--- config.mk ---
export PLATFORM = sky130hd
export DESIGN_NAME = instr_fetch_unit
export DESIGN_NICKNAME = d
export VERILOG_FILES = /design/src/rtl/instr_fetch_unit_pkg.sv /design/src/rtl/instr_fetch_unit_pc_next.sv /design/src/rtl/instr_fetch_unit.sv
export SDC_FILE = /design/constraint.sdc
export NUM_CORES = 1
export LEC_CHECK = 0
export CAP_MARGIN = 10
export CORE_ASPECT_RATIO = 0.5
export CORE_MARGIN = 4
export CORE_UTILIZATION = 50
export CTS_BUF_LIST = sky130_fd_sc_hd__clkbuf_4 sky130_fd_sc_hd__clkbuf_8
export CTS_CLUSTER_DIAMETER = 150
export DETAILED_ROUTE_END_ITERATION = 10
export MAX_ROUTING_LAYER = met4
export PLACE_DENSITY = 0.83
export SLEW_MARGIN = 20
export SYNTH_ARGS = -nofsm -noshare
export SYNTH_HDL_FRONTEND = slang
export SYNTH_SLANG_ARGS = --single-unit
--- constraint.sdc ---
create_clock -name clk -period 5.03 [get_ports clk]
set_input_delay 1.006 -clock clk [delete_from_list [all_inputs] [get_ports clk]]
set_output_delay 1.006 -clock clk [all_outputs]
set_load 0.005 [all_outputs]
--- src/rtl/instr_fetch_unit_pkg.sv ---
// Shared types and constants for the instruction fetch unit.
//   fetch_state_e : fetch FSM encoding
//   pc_sel_e      : next-pc source select driven by the FSM datapath
package instr_fetch_unit_pkg;

  localparam int unsigned DEF_DATA_WIDTH = 32;
  localparam int unsigned DEF_ADDR_WIDTH = 32;
  localparam logic [31:0] RESET_PC_DEF   = 32'h0000_0000;
  localparam logic [31:0] NOP_INSTR      = 32'h0000_0013;
  localparam int unsigned PC_INCR        = 4;

  typedef enum logic [1:0] {
    IDLE = 2'd0,
    REQ  = 2'd1,
    DROP = 2'd2,
    HOLD = 2'd3
  } fetch_state_e;

  typedef enum logic [1:0] {
    PC_SEL_KEEP  = 2'd0,
    PC_SEL_INCR  = 2'd1,
    PC_SEL_REDIR = 2'd2,
    PC_SEL_PEND  = 2'd3
  } pc_sel_e;

endpackage

--- src/rtl/instr_fetch_unit_pc_next.sv ---
// Combinational next-pc select for the fetch unit.
//   pc, redirect_pc, pending_pc : candidate sources
//   sel                         : which source feeds the next pc
//   redirect_aligned_c          : redirect_pc with bits [1:0] cleared
//   next_pc_c                   : selected next pc
module fetch_pc_next
  import instr_fetch_unit_pkg::*;
#(
  parameter int unsigned ADDR_WIDTH = DEF_ADDR_WIDTH
) (
  input  logic [ADDR_WIDTH-1:0] pc,
  input  logic [ADDR_WIDTH-1:0] redirect_pc,
  input  logic [ADDR_WIDTH-1:0] pending_pc,
  input  pc_sel_e               sel,
  output logic [ADDR_WIDTH-1:0] redirect_aligned_c,
  output logic [ADDR_WIDTH-1:0] next_pc_c
);

  // Instructions are word aligned; low address bits of a target are dropped.
  assign redirect_aligned_c = redirect_pc & ~ADDR_WIDTH'(3);

  always_comb begin
    next_pc_c = pc;
    case (sel)
      PC_SEL_INCR:  next_pc_c = pc + ADDR_WIDTH'(PC_INCR);  // wraps silently
      PC_SEL_REDIR: next_pc_c = redirect_aligned_c;
      PC_SEL_PEND:  next_pc_c = pending_pc;
      default:      next_pc_c = pc;
    endcase
  end

endmodule

--- src/rtl/instr_fetch_unit.sv ---
// Instruction fetch unit: owns the PC, fetches from a variable-latency
// instruction memory and hands instructions to decode over valid/ready.
// Redirects from execute restart fetch; in-flight responses for the old
// path are discarded so decode never sees a stale instruction.
//   clk, rst                  : clock, async active-high reset
//   imem_req/addr/ack/rdata   : instruction memory request/response
//   redirect_valid/pc         : restart fetch at a new target
//   instr_valid/ready/instr/instr_pc : decode handshake
module instr_fetch_unit
  import instr_fetch_unit_pkg::*;
#(
  parameter int unsigned            DATA_WIDTH = DEF_DATA_WIDTH,
  parameter int unsigned            ADDR_WIDTH = DEF_ADDR_WIDTH,
  parameter logic [ADDR_WIDTH-1:0]  RESET_PC   = ADDR_WIDTH'(RESET_PC_DEF)
) (
  input  logic                  clk,
  input  logic                  rst,
  output logic                  imem_req,
  output logic [ADDR_WIDTH-1:0] imem_addr,
  input  logic                  imem_ack,
  input  logic [DATA_WIDTH-1:0] imem_rdata,
  input  logic                  redirect_valid,
  input  logic [ADDR_WIDTH-1:0] redirect_pc,
  output logic                  instr_valid,
  input  logic                  instr_ready,
  output logic [DATA_WIDTH-1:0] instr,
  output logic [ADDR_WIDTH-1:0] instr_pc
);

  fetch_state_e          state_q, state_d;
  logic [ADDR_WIDTH-1:0] pc_q, pc_d;
  logic [ADDR_WIDTH-1:0] pending_pc_q, pending_pc_d;
  logic [DATA_WIDTH-1:0] instr_q, instr_d;
  logic [ADDR_WIDTH-1:0] instr_pc_q, instr_pc_d;
  logic                  instr_valid_q, instr_valid_d;
  pc_sel_e               pc_sel;
  logic [ADDR_WIDTH-1:0] redirect_aligned;

  fetch_pc_next #(.ADDR_WIDTH(ADDR_WIDTH)) u_pc_next (
    .pc                 (pc_q),
    .redirect_pc        (redirect_pc),
    .pending_pc         (pending_pc_q),
    .sel                (pc_sel),
    .redirect_aligned_c (redirect_aligned),
    .next_pc_c          (pc_d)
  );

  // State and datapath registers.
  always_ff @(posedge clk or posedge rst) begin
    if (rst) begin
      state_q       <= IDLE;
      pc_q          <= RESET_PC;
      pending_pc_q  <= RESET_PC;
      instr_q       <= DATA_WIDTH'(NOP_INSTR);
      instr_pc_q    <= RESET_PC;
      instr_valid_q <= 1'b0;
    end else begin
      state_q       <= state_d;
      pc_q          <= pc_d;
      pending_pc_q  <= pending_pc_d;
      instr_q       <= instr_d;
      instr_pc_q    <= instr_pc_d;
      instr_valid_q <= instr_valid_d;
    end
  end

  // Next-state logic.
  always_comb begin
    state_d = state_q;
    case (state_q)
      IDLE: state_d = REQ;
      REQ: begin
        if (imem_ack && !redirect_valid)      state_d = HOLD;
        else if (!imem_ack && redirect_valid) state_d = DROP;
      end
      DROP: if (imem_ack) state_d = REQ;
      HOLD: if (redirect_valid || instr_ready) state_d = REQ;
      default: state_d = IDLE;
    endcase
  end

  // Datapath next values: pc select, pending redirect, decode-side registers.
  always_comb begin
    pc_sel        = PC_SEL_KEEP;
    pending_pc_d  = pending_pc_q;
    instr_d       = instr_q;
    instr_pc_d    = instr_pc_q;
    instr_valid_d = instr_valid_q;
    case (state_q)
      // A redirect during the dead cycle still steers the first fetch.
      IDLE: if (redirect_valid) pc_sel = PC_SEL_REDIR;
      REQ: begin
        if (imem_ack && redirect_valid) begin
          pc_sel = PC_SEL_REDIR;
        end else if (imem_ack) begin
          instr_d       = imem_rdata;
          instr_pc_d    = pc_q;
          instr_valid_d = 1'b1;
          pc_sel        = PC_SEL_INCR;
        end else if (redirect_valid) begin
          // Address must stay put while the request is outstanding.
          pending_pc_d = redirect_aligned;
        end
      end
      DROP: begin
        if (imem_ack) pc_sel = redirect_valid ? PC_SEL_REDIR : PC_SEL_PEND;
        else if (redirect_valid) pending_pc_d = redirect_aligned;
      end
      HOLD: begin
        // Redirect wins over ready: the held instruction is squashed.
        if (redirect_valid) begin
          instr_valid_d = 1'b0;
          pc_sel        = PC_SEL_REDIR;
        end else if (instr_ready) begin
          instr_valid_d = 1'b0;
        end
      end
      default: pc_sel = PC_SEL_KEEP;
    endcase
  end

  // Memory request decode from registered state.
  always_comb begin
    imem_req  = (state_q == REQ) || (state_q == DROP);
    imem_addr = pc_q;
  end

  assign instr_valid = instr_valid_q;
  assign instr       = instr_q;
  assign instr_pc    = instr_pc_q;

endmodule

# == Word-level counts from Yosys, hierarchy flattened ==
# Cells that the tools add are included.
# word_totals
input_bits,69
out_inout_bits,98
word_cells,57
register_bits,131
# op_classes
n_mux,21
reduce_logical,16
n_eq_ne,12
n_addsub,1
bitwise_logic,1
# op_table
op,count
two-way mux 32 bit,3
one-hot mux 32 bit (3 select lines),1
one-hot mux 32 bit (2 select lines),1
adder 32 x 3 -> 32 bit (second input constant),1
two-way mux 2 bit,7
equality test 2 bit (second input constant),4
inequality test 2 bit (second input constant),4
one-hot mux 2 bit (4 select lines),1
two-way mux 1 bit,6
inequality test 3 bit (second input constant),2
one-hot mux 2 bit (3 select lines),1
AND reduction 3 bit,2
equality test 2 x 1 -> 1 bit (second input constant),2
AND reduction 4 bit,1
nonzero test 2 bit,2
logical AND 1 bit,3
nonzero test 3 bit,1
logical NOT 1 bit,2
logical NOT 2 bit,1
logical OR 1 bit,2
one-hot mux 1 bit (2 select lines),1
AND reduction 2 bit,1
OR reduction 2 bit,1
NOT 1 bit,1

# == Depth between registers and ports, before layout ==
# Gate-level depths: netlist of the first run.
# depth
word_depth,5
mapped_depth,10
depth_no_buf,7

# == Hierarchy ==
# A second synthesis of the first run with hierarchy kept.
# unflattened
hier_cells,535
hier_area_um2,6561.3
# by_module_without_submodules
mod,seq_area_each_um2,area_each_um2,cells_per_inst,n_inst
instr_fetch_unit,3281.9,4793.3,273,1
fetch_pc_next,0.0,1767.9,262,1

# == Least setup slack after synthesis of the first run ==
# No wires, ideal clock.
# synth_timing
path_type,input -> register
start,input imem_ack
end,register pc_q[3] (netlist: imem_addr[3])
setup_ns,0.138
slack_ns,2.498
arrival_time_ns,2.394
path_buffers,2
t_required_ns,4.892
path_stages,6
path_cell_list,ha_1 > nand2b_1 > clkbuf_1 > and2_1 > clkbuf_1 > mux4_2
# synth_between
elab_chain_len,5
word_cells_on_any_way,10
cone_classes,eq/ne: 3; mux: 5; reduce/logical: 2
# synth_lines
element,line_no,text
from (decl),instr_fetch_unit.sv:20,"input logic imem_ack,"
two-way mux 1 bit / logical AND 1 bit (equally long branches),"instr_fetch_unit.sv:95, instr_fetch_unit.sv:93",
two-way mux 2 bit,instr_fetch_unit.sv:93,if (imem_ack && redirect_valid) begin
one-hot mux 2 bit (3 select lines) (*),instr_fetch_unit.sv:89,case (state_q)
equality test 2 bit / equality test 2 x 1 -> 1 bit (equally long branches),instr_fetch_unit_pc_next.sv:24,case (sel)
one-hot mux 32 bit (3 select lines) / nonzero test 3 bit (equally long branches),n/a,
to (signal assigned),instr_fetch_unit.sv:59,pc_q <= pc_d;
to (decl),instr_fetch_unit.sv:31,"logic [ADDR_WIDTH-1:0] pc_q, pc_d;"
# Mark *: on every way between the ends. The rest lies on a longest branch, timed or not.
# A chain may end at the register's enable or synchronous reset.

# == Worst setup path after layout of the first run ==
# layout_timing
start,input redirect_valid
end,register pc_q[19] (netlist: imem_addr[19])
# layout_between
elab_chain_len,5
word_cells_on_any_way,11
cone_classes,eq/ne: 3; mux: 6; reduce/logical: 2
# layout_lines
element,line_no,text
from (decl),instr_fetch_unit.sv:22,"input logic redirect_valid,"
two-way mux 1 bit / logical AND 1 bit (equally long branches),"instr_fetch_unit.sv:106, instr_fetch_unit.sv:93",
"two-way mux 2 bit, on equally long branches","instr_fetch_unit.sv:106, instr_fetch_unit.sv:93",
one-hot mux 2 bit (3 select lines) (*),instr_fetch_unit.sv:89,
equality test 2 bit / equality test 2 x 1 -> 1 bit (equally long branches),instr_fetch_unit_pc_next.sv:24,
one-hot mux 32 bit (3 select lines) / nonzero test 3 bit (equally long branches),n/a,
# Marked as above.

==> impl_metrics.yaml, run 1 <==
min_path:
  holdCritPathClass: "reg2reg"
route:
  drtIter0Drc: 383
  wl_per_cell_um: 18.7
  first_pass_iters: 5
  route.final.wire_length_um: 15400
  via_per_inst: 5.67
  vias: 4659
  drc: 0
  antenna_left: 0
timing:
  post-route-min-period_ps: 3510
  setup_viol_count_final: 0
  setup_tns_ps: 0
  worstMarginPinSlew_ps: 890
  hold_violations: 0
  slew_viol_final: 0
  max_freq_ghz: 0.285
  max-slew-margin-rel: 0.407
  rsz0062_at_grt: "false"
  timing.final.crit_share: 0.698
  skew_ps: 12.4
global_route:
  grt_pass1_vias: 4667
  grt_pass1_wl_um: 24700
  grt-ovfl-total: 0
  antenna_found_initial: 1
  grt_usage: 0.236
  grt_max_degree: 71
logic_synthesis:
  avgSynthCellArea_um2: 12.0
  ys.flop_type: "dfrtp_1"
  yosys_warnings: 0
  synth_top_area_cell: "dfrtp_1"
  netlist.area_leader.share: 0.520
  synthArstFlopShare: 1.00
  ys_seq_area_frac: 0.533
  netlist_area_mm2: 0.00588
  synth-edff-count: 0
  synth_area_leaders: "dfrtp_1 (52%), mux2_2 (17%), xor2_1 (2.7%)"
  ys_ff_latch: 125
  synth_cell_types: 48
  syn-instance-count: 491
power:
  vdd_drop_max_mv: 0.288
  p_leak_nw: 3.32
  p_per_area_mw_per_mm2: 648
clock_network:
  clock_sinks: 125
  numCtsBuffers: 17
  cts_setup_buffers: 0
  htreeDepth: 4
  clk_latency_ps: 430
  cts_hold_buf: 0
  ctsLongestPathBuffers: 2
  cts.clk_slew.worst_paths_ps: 70
  cts_resized: 0
  cts_root_buf: "clkbuf_8"
  cts_tree: "yes"
place:
  dp_hpwl_um: 10900
  place.gp.congestion: 0.895
  portBuffers: 160
finish:
  postLayoutCoreUtil: 0.720
  fillerInstances: 799
  final_nets: 725
  synthToLayoutAreaGrowth_pct: 37.5
  drive_gt1_frac: 0.216
  final_common_cell: "clkdlybuf4s50_1"
  layout_common_cells: "clkdlybuf4s50_1 (160), dfrtp_1 (122), mux2_2 (88)"
setup_path:
  cp.arrival_ps: 3800
  setup.worst_path.end_class: "flip-flop"
  crit_required_ps: 5320
  critPathMaxFanout: 50
  worstSetupPathType: "in2reg"
  startpoint_type: "primary input"
floorplan:
  design.core.area_mm2: 0.0112
  dieArea_mm2: 0.0137
  die_y_um: 84.7
  start_util: 0.524
  die_x_um: 161
  ios: 167
  rows: 27
job:
  cap_violations: 0
run_status:
  status: "completed"
worst max-delay path: stages:
cell	delay, ps
clkdlybuf4s50_1	600
inv_1	100
ha_1	230
nand2_4	430
nand2_1	400
buf_4	350
a211oi_1	570
a21oi_1	90
power by group:
part | internal [mW] | switching (mW) | leakage, nW
combinational | 1.33 | 0.942 | 1.65
clock | 0.611 | 0.407 | 0.225
sequential | 1.53 | 0.426 | 1.44
total | 3.46 | 1.77 | 3.32
synthesized netlist by cell type, types with 6 or more instances:
master,n
nand4_1,14
xor2_1,18
nand2_1,25
clkbuf_1,14
o21ai_0,13
inv_1,11
a21oi_1,30
nor2_1,14
mux2_2,88
and3_1,24
a211oi_1,20
ha_1,7
buf_2,7
dfrtp_1,122
nand3_1,17
buf_1,6
registers in the layout (all words and copies together) (netlist names):
register / flops
instr: 32
pending_pc_q: 30
imem_addr: 30
state_q: 2
instr_pc: 30
instr_valid: 1
area by class of cell:
class	instances	area [µm²]	share of cell area
antenna	1	2.50	0.000310
clock buffer	20	263	0.0325
clock inverter	12	193	0.0238
inverter	11	43.8	0.00542
multi-input combinational	327	2580	0.319
sequential	125	3130	0.388
tap	159	199	0.0246
timing repair buffer	167	1670	0.206
final timing paths:
| kind | from | end | slack [ps] | cells past startpoint |
|---|---|---|---|---|
| worst max-delay path | redirect_valid | imem_addr[19]$_DFFE_PP0P_ | 1520 | 8 |
| worst min-delay path | instr_pc[31]$_DFFE_PP0P_ | instr_pc[31]$_DFFE_PP0P_ | 490 | 2 |
| worst max register to register | state_q[1]$_DFFE_PP0P_ | imem_addr[13]$_DFFE_PP0P_ | 2070 | 8 |
| worst min register to register | instr_pc[31]$_DFFE_PP0P_ | instr_pc[31]$_DFFE_PP0P_ | 490 | 2 |
| max in group asynchronous | rst | instr[13]$_DFFE_PP0P_ | 3050 | 3 |
| min in group asynchronous | rst | instr[27]$_DFFE_PP0P_ | 1150 | 2 |
metal layers:
metal / global-route usage / vias up / part of all wire
li1: - / 2119 / -
met1: 0.312 / 2315 / 0.44
met2: 0.367 / 207 / 0.48
met3: 0.0589 / 18 / 0.077
met4: 0.0642 / 0 / 0.0086
met5: - / - / 0
cells by family (layout without fill, tap and decap cells):
logic type | Yosys count | after routing | share of synthesized area
other | 1 | 5 | 0.000638
adder cells (fa/ha/maj) | 7 | 7 | 0.0149
flip-flops | 125 | 125 | 0.533
multiplexers | 92 | 92 | 0.178
XOR/XNOR | 21 | 21 | 0.0313
buffers and inverters | 42 | 210 | 0.0309
AO/OA/AOI/OAI | 91 | 91 | 0.104
AND/OR/NAND/NOR | 112 | 112 | 0.108
per-stage QoR:
step | area, µm² | hold slack, ps | worst slack (ps) | power, mW | instances
3_3_place_gp | 7620 | 464 | 1190 | 4.12 | 789
3_5_place_dp | 7620 | 474 | 1180 | 4.23 | 789
4_1_cts | 8080 | 489 | 1630 | 5.25 | 821
5_1_grt | 8080 | 519 | 1350 | 5.55 | 822
6_report | 8080 | 488 | 1520 | 5.24 | 822
2_1_floorplan | 5890 | 473 | 701 | 3.02 | 494
Note: power is estimated with default switching activity, not from simulation.
==> run 2: changes to the inputs <==
clock period = 3.4 ns   (was 5.03 ns; I/O delays follow)
==> run 2 against run 1 <==
Effect of this change: register-to-register slack lost 1100 ps; critical path depth grew 1; sequential share of layout area shrank 0.64 points; combinational power rose by 50%; clock power up 64%; non-clock buffer count grew 4; wire length is 1.8% lower; worst hold slack lost 6.7 ps; cell area increased by 1.7%; clock skew down 3.8 ps; largest cell class unchanged.
==> impl_metrics.yaml, run 2 (synthesized netlist as in run 1, its figures left out) <==
run_status:
  status: "completed"
finish:
  finalInstanceArea_mm2: 0.00822
  drive_gt1_frac: 0.221
  synthToLayoutAreaGrowth_pct: 39.8
  final_common_cell: "clkdlybuf4s50_1"
  antenna_cells: 0
  fin_cells: 825
  layout_common_cells: "clkdlybuf4s50_1 (160), dfrtp_1 (122), mux2_2 (88)"
  final_nets: 729
  largest_reg_flops: 32
global_route:
  grt_usage: 0.233
  antenna_found_initial: 0
  grt_pass1_wl_um: 24300
  grt_max_degree: 52
  grt_pass1_vias: 4594
  grt-ovfl-total: 0
setup_path:
  crit_path_cell_trace: "clkdlybuf4s50_1 -> inv_1 -> ha_1 -> nand2_4 -> nand2_1 -> buf_12 -> a2bb2oi_1 -> o21a_1 -> o22a_1"
  critPathMaxStageDelay_ps: 580
  crit_required_ps: 3770
  startpoint_type: "primary input"
  worstSetupPathType: "in2reg"
  critPathBufInv: 3
  setup.worst_path.end_class: "flip-flop"
  cp.arrival_ps: 2980
  cp_top_family: "buffers and inverters"
  ff2ff_setup_slack_ps: 940
  critPathSlowestCell: "clkdlybuf4s50_1"
  critPathMaxFanout: 26
clock_network:
  cts.clk_slew.worst_paths_ps: 70
  cts_setup_buffers: 0
  htreeDepth: 4
  cts_hold_buf: 0
  clk_latency_ps: 440
  cts_tree: "yes"
  cts_resized: 0
  ctsLongestPathBuffers: 2
  cts_root_buf: "clkbuf_8"
  numCtsBuffers: 17
  clock_sinks: 125
route:
  wl_per_cell_um: 18.3
  drtIter0Drc: 425
  first_pass_iters: 5
  via_per_inst: 5.61
  vias: 4629
  antenna_left: 0
  route.final.wire_length_um: 15100
  drc: 0
min_path:
  holdCritPathClass: "reg2reg"
timing:
  setup_viol_count_final: 0
  slew_viol_final: 0
  rsz0062_at_grt: "false"
  worstMarginPinSlew_ps: 836
  skew_ps: 8.58
  hold_violations: 0
  max_freq_ghz: 0.383
  timing.final.crit_share: 0.767
  max-slew-margin-rel: 0.441
  setup_tns_ps: 0
  post-route-min-period_ps: 2610
place:
  place.gp.congestion: 0.882
  place_area_mm2: 0.00770
  portBuffers: 160
  dp_hpwl_um: 10800
  dp.cells: 793
floorplan:
  ios: 167
  rows: 27
  start_util: 0.524
  die_x_um: 161
  dieArea_mm2: 0.0137
  die_y_um: 84.7
  design.core.area_mm2: 0.0112
job:
  cap_violations: 0
power:
  vdd_drop_max_mv: 0.435
  p_leak_nw: 3.37
  p_per_area_mw_per_mm2: 967
run 2: cell types whose count changed in the layout (fill, tap and decap cells not counted), moves of 2 or more:
cell       delta
clkinv_2      -3
clkbuf_4      -2
buf_12        +4
clkinv_4      +2
bufinv_16     +2
run 2: power by group:
part	internal (mW)	switching, mW	leakage (nW)
registers	2.26	0.618	1.44
logic	2.01	1.39	1.69
clock network	1.04	0.624	0.245
run 2: through the flow:
| stage | hold WS [ps] | total power [mW] | utilization | setup WS [ps] |
|---|---|---|---|---|
| finish | 481 | 7.94 | 0.732 | 792 |
| global route | 515 | 8.44 | 0.732 | 635 |
| CTS | 487 | 7.99 | 0.732 | 817 |
| detailed placement | 470 | 6.29 | 0.687 | 402 |
| global placement | 464 | 6.14 | 0.687 | 463 |
| floorplan | 473 | 4.47 | - | 1180 |
run 2: worst paths after layout:
| path | cells past startpoint | end | from |
|---|---|---|---|
| setup / recovery | 9 | imem_addr[26]$_DFFE_PP0P_ | redirect_valid |
| hold / removal | 2 | instr_pc[27]$_DFFE_PP0P_ | instr_pc[27]$_DFFE_PP0P_ |
| setup reg to reg | 7 | imem_addr[13]$_DFFE_PP0P_ | state_q[0]$_DFFE_PP0P_ |
| hold reg to reg | 2 | instr_pc[27]$_DFFE_PP0P_ | instr_pc[27]$_DFFE_PP0P_ |
| max in group asynchronous | 3 | pending_pc_q[23]$_DFFE_PP0P_ | rst |
| min in group asynchronous | 2 | instr[26]$_DFFE_PP0P_ | rst |
run 2: worst register-to-register path: cells and delay by family, from the launching register on:
kind | cells | cell delay [ps]
flip-flops | 1 | 420
AND/OR/NAND/NOR | 2 | 480
buffers and inverters | 1 | 180
adder cells (fa/ha/maj) | 1 | 360
XOR/XNOR | 1 | 220
AO/OA/AOI/OAI | 2 | 670
run 2: area by class of cell:
class	instances	area [µm²]
Tap cell	159	199
Inverter	11	45.0
Multi-Input combinational cell	327	2580
Sequential cell	125	3130
Clock buffer	18	248
Timing Repair Buffer	171	1750
Clock inverter	14	264
Fill cell	786	3000
run 2: per-layer routing:
metal  track usage  wire length [µm]  part of all wire
met3        0.0628              1270             0.084
met4        0.0797               266             0.018
met2         0.343              6960              0.46
met5             -                 0                 0
met1         0.315              6610              0.44
==> run 3: changes to the inputs <==
clock period = 2.4 ns   (was 3.4 ns; I/O delays follow)
==> run 3 against run 2 <==
Effect of this change: setup slack got worse by 680 ps; critical path depth decreased by 5; first-iteration DRC count rose by 0.24%; critical path type is now reg2out; non-clock buffer count increased by 44; worst hold slack got worse by 56 ps; clock skew increased by 3.1 ps; wire length grew 4.3%; largest power group unchanged; sequential share of layout area fell by 1.3 points; die area unchanged; sequential power grew 39%; largest cell class unchanged; global-route usage is 1.3 points higher.
==> impl_metrics.yaml, run 3 (synthesized netlist as in run 1, its figures left out) <==
place:
  place.gp.congestion: 0.918
  portBuffers: 160
  dp.cells: 837
  dp_hpwl_um: 11700
  place_ws_ps: -78.0
global_route:
  antenna_found_initial: 0
  grt_pass1_wl_um: 25900
  grt_usage: 0.246
  grt-ovfl-total: 0
  grt_pass1_vias: 4954
  grt_max_degree: 45
power:
  p_leak_nw: 3.57
  p_total_mw: 11.3
  vdd_drop_max_mv: 0.608
  p_per_area_mw_per_mm2: 1330
clock_network:
  cts_hold_buf: 0
  ctsLongestPathBuffers: 2
  cts_root_buf: "clkbuf_8"
  cts_tree: "yes"
  numCtsBuffers: 17
  htreeDepth: 4
  clk_latency_ps: 430
  cts.clk_slew.worst_paths_ps: 80
  clock_sinks: 125
setup_path:
  startpoint: "state_q[0]$_DFFE_PP0P_"
  startpoint_type: "flip-flop"
  crit-reg2reg-launch: "state_q[0]$_DFFE_PP0P_"
  ff2ff_setup_slack_ps: 270
  r2r_cells: 8
  critPathCapture: "imem_req"
  cp.arrival_ps: 1810
  worstSetupPathType: "reg2out"
  r2r_end: "imem_addr[30]$_DFFE_PP0P_"
  crit_required_ps: 1920
  critPathMaxFanout: 4
  setup.worst_path.end_class: "primary output"
timing:
  slew_viol_final: 0
  setup_viol_count_final: 0
  rsz0062_at_grt: "false"
  holdWs_ps: 425
  timing.final.crit_share: 0.955
  hold_violations: 0
  worstMarginPinSlew_ps: 542
  post-route-min-period_ps: 2290
  setup_tns_ps: 0
  skew_ps: 11.7
  max-slew-margin-rel: 0.635
  max_freq_ghz: 0.436
  fin_ws_ps: 108
route:
  first_pass_iters: 5
  via_per_inst: 5.56
  drc: 0
  route.final.wire_length_um: 15800
  wl_per_cell_um: 18.1
  drtIter0Drc: 426
  antenna_left: 0
  vias: 4833
run_status:
  status: "completed"
finish:
  antenna_cells: 0
  final_nets: 773
  largest_reg_flops: 32
  fin_cells: 869
  layout_common_cells: "clkdlybuf4s50_1 (160), dfrtp_1 (122), mux2_2 (88)"
  fillerInstances: 765
  drive_gt1_frac: 0.270
  final_common_cell: "clkdlybuf4s50_1"
  synthToLayoutAreaGrowth_pct: 44.6
job:
  cap_violations: 0
floorplan:
  dieArea_mm2: 0.0137
  design.core.area_mm2: 0.0112
  start_util: 0.524
  ios: 167
  die_y_um: 84.7
  rows: 27
  die_x_um: 161
min_path:
  holdCritPathClass: "in2async"
[run 3: cell types whose count changed in the layout (fill, tap and decap cells not counted), sizes merged]
cell / previous run / this run
clkinvlp: 4 / 5
clkbuf: 18 / 19
clkinv: 3 / 5
buf: 11 / 55
bufinv: 7 / 3
[run 3: timing repair]
item                                    CTS  global route
resized for setup                         0             1
hold endpoints to repair                  0             0
endpoints found under the setup margin    0             1
setup buffers                             0             0
[run 3: how the worst min path moves through the flow]
| stage | end | slack [ps] | depth (start not counted) | startpoint |
|---|---|---|---|---|
| CTS | instr[26]$_DFFE_PP0P_ | 420 | 2 | rst |
| global route | instr_pc[24]$_DFFE_PP0P_ | 450 | 2 | rst |
| detailed placement | instr_pc[27]$_DFFE_PP0P_ | 470 | 2 | instr_pc[27]$_DFFE_PP0P_ |
| global placement | instr_pc[27]$_DFFE_PP0P_ | 460 | 2 | instr_pc[27]$_DFFE_PP0P_ |
| finish | instr[26]$_DFFE_PP0P_ | 430 | 2 | rst |
| floorplan | instr_pc[13]$_DFFE_PP0P_ | 470 | 2 | instr_pc[13]$_DFFE_PP0P_ |
[run 3: report_power, final]
group | internal (mW) | switching [mW]
combinational | 3.20 | 2.18
sequential | 3.20 | 0.792
clock | 1.09 | 0.881
total | 7.48 | 3.85
[run 3: cell type report]
| cell class | instances | area, µm² | area share |
|---|---|---|---|
| clock inverter | 13 | 165 | 0.0194 |
| timing repair buffer | 215 | 2110 | 0.249 |
| inverter | 11 | 45.0 | 0.00530 |
| clock buffer | 19 | 262 | 0.0308 |
| multi-input combinational | 327 | 2580 | 0.304 |
| tap | 159 | 199 | 0.0234 |
| sequential | 125 | 3130 | 0.369 |
[run 3: routing by layer]
layer | part of all wire | track usage | up-vias
met2 | 0.47 | 0.370 | 208
met5 | 0 | - | -
met3 | 0.078 | 0.0593 | 21
met4 | 0.014 | 0.0728 | 0
li1 | - | - | 2204
met1 | 0.44 | 0.334 | 2400
[run 3: metrics by stage]
| stage | util | cell area, µm² |
|---|---|---|
| after global placement | 0.720 | 8070 |
| after floorplan | - | 5890 |
| final | 0.758 | 8500 |
| after detailed placement | 0.720 | 8070 |
| after global routing | 0.758 | 8500 |
| after CTS | 0.758 | 8500 |
[run 3: critical path: stages, from the launching register on]
cell and delay [ps]:
dfrtp_1 410, inv_1 60, ha_1 340, inv_2 80
clkdlybuf4s50_1 490
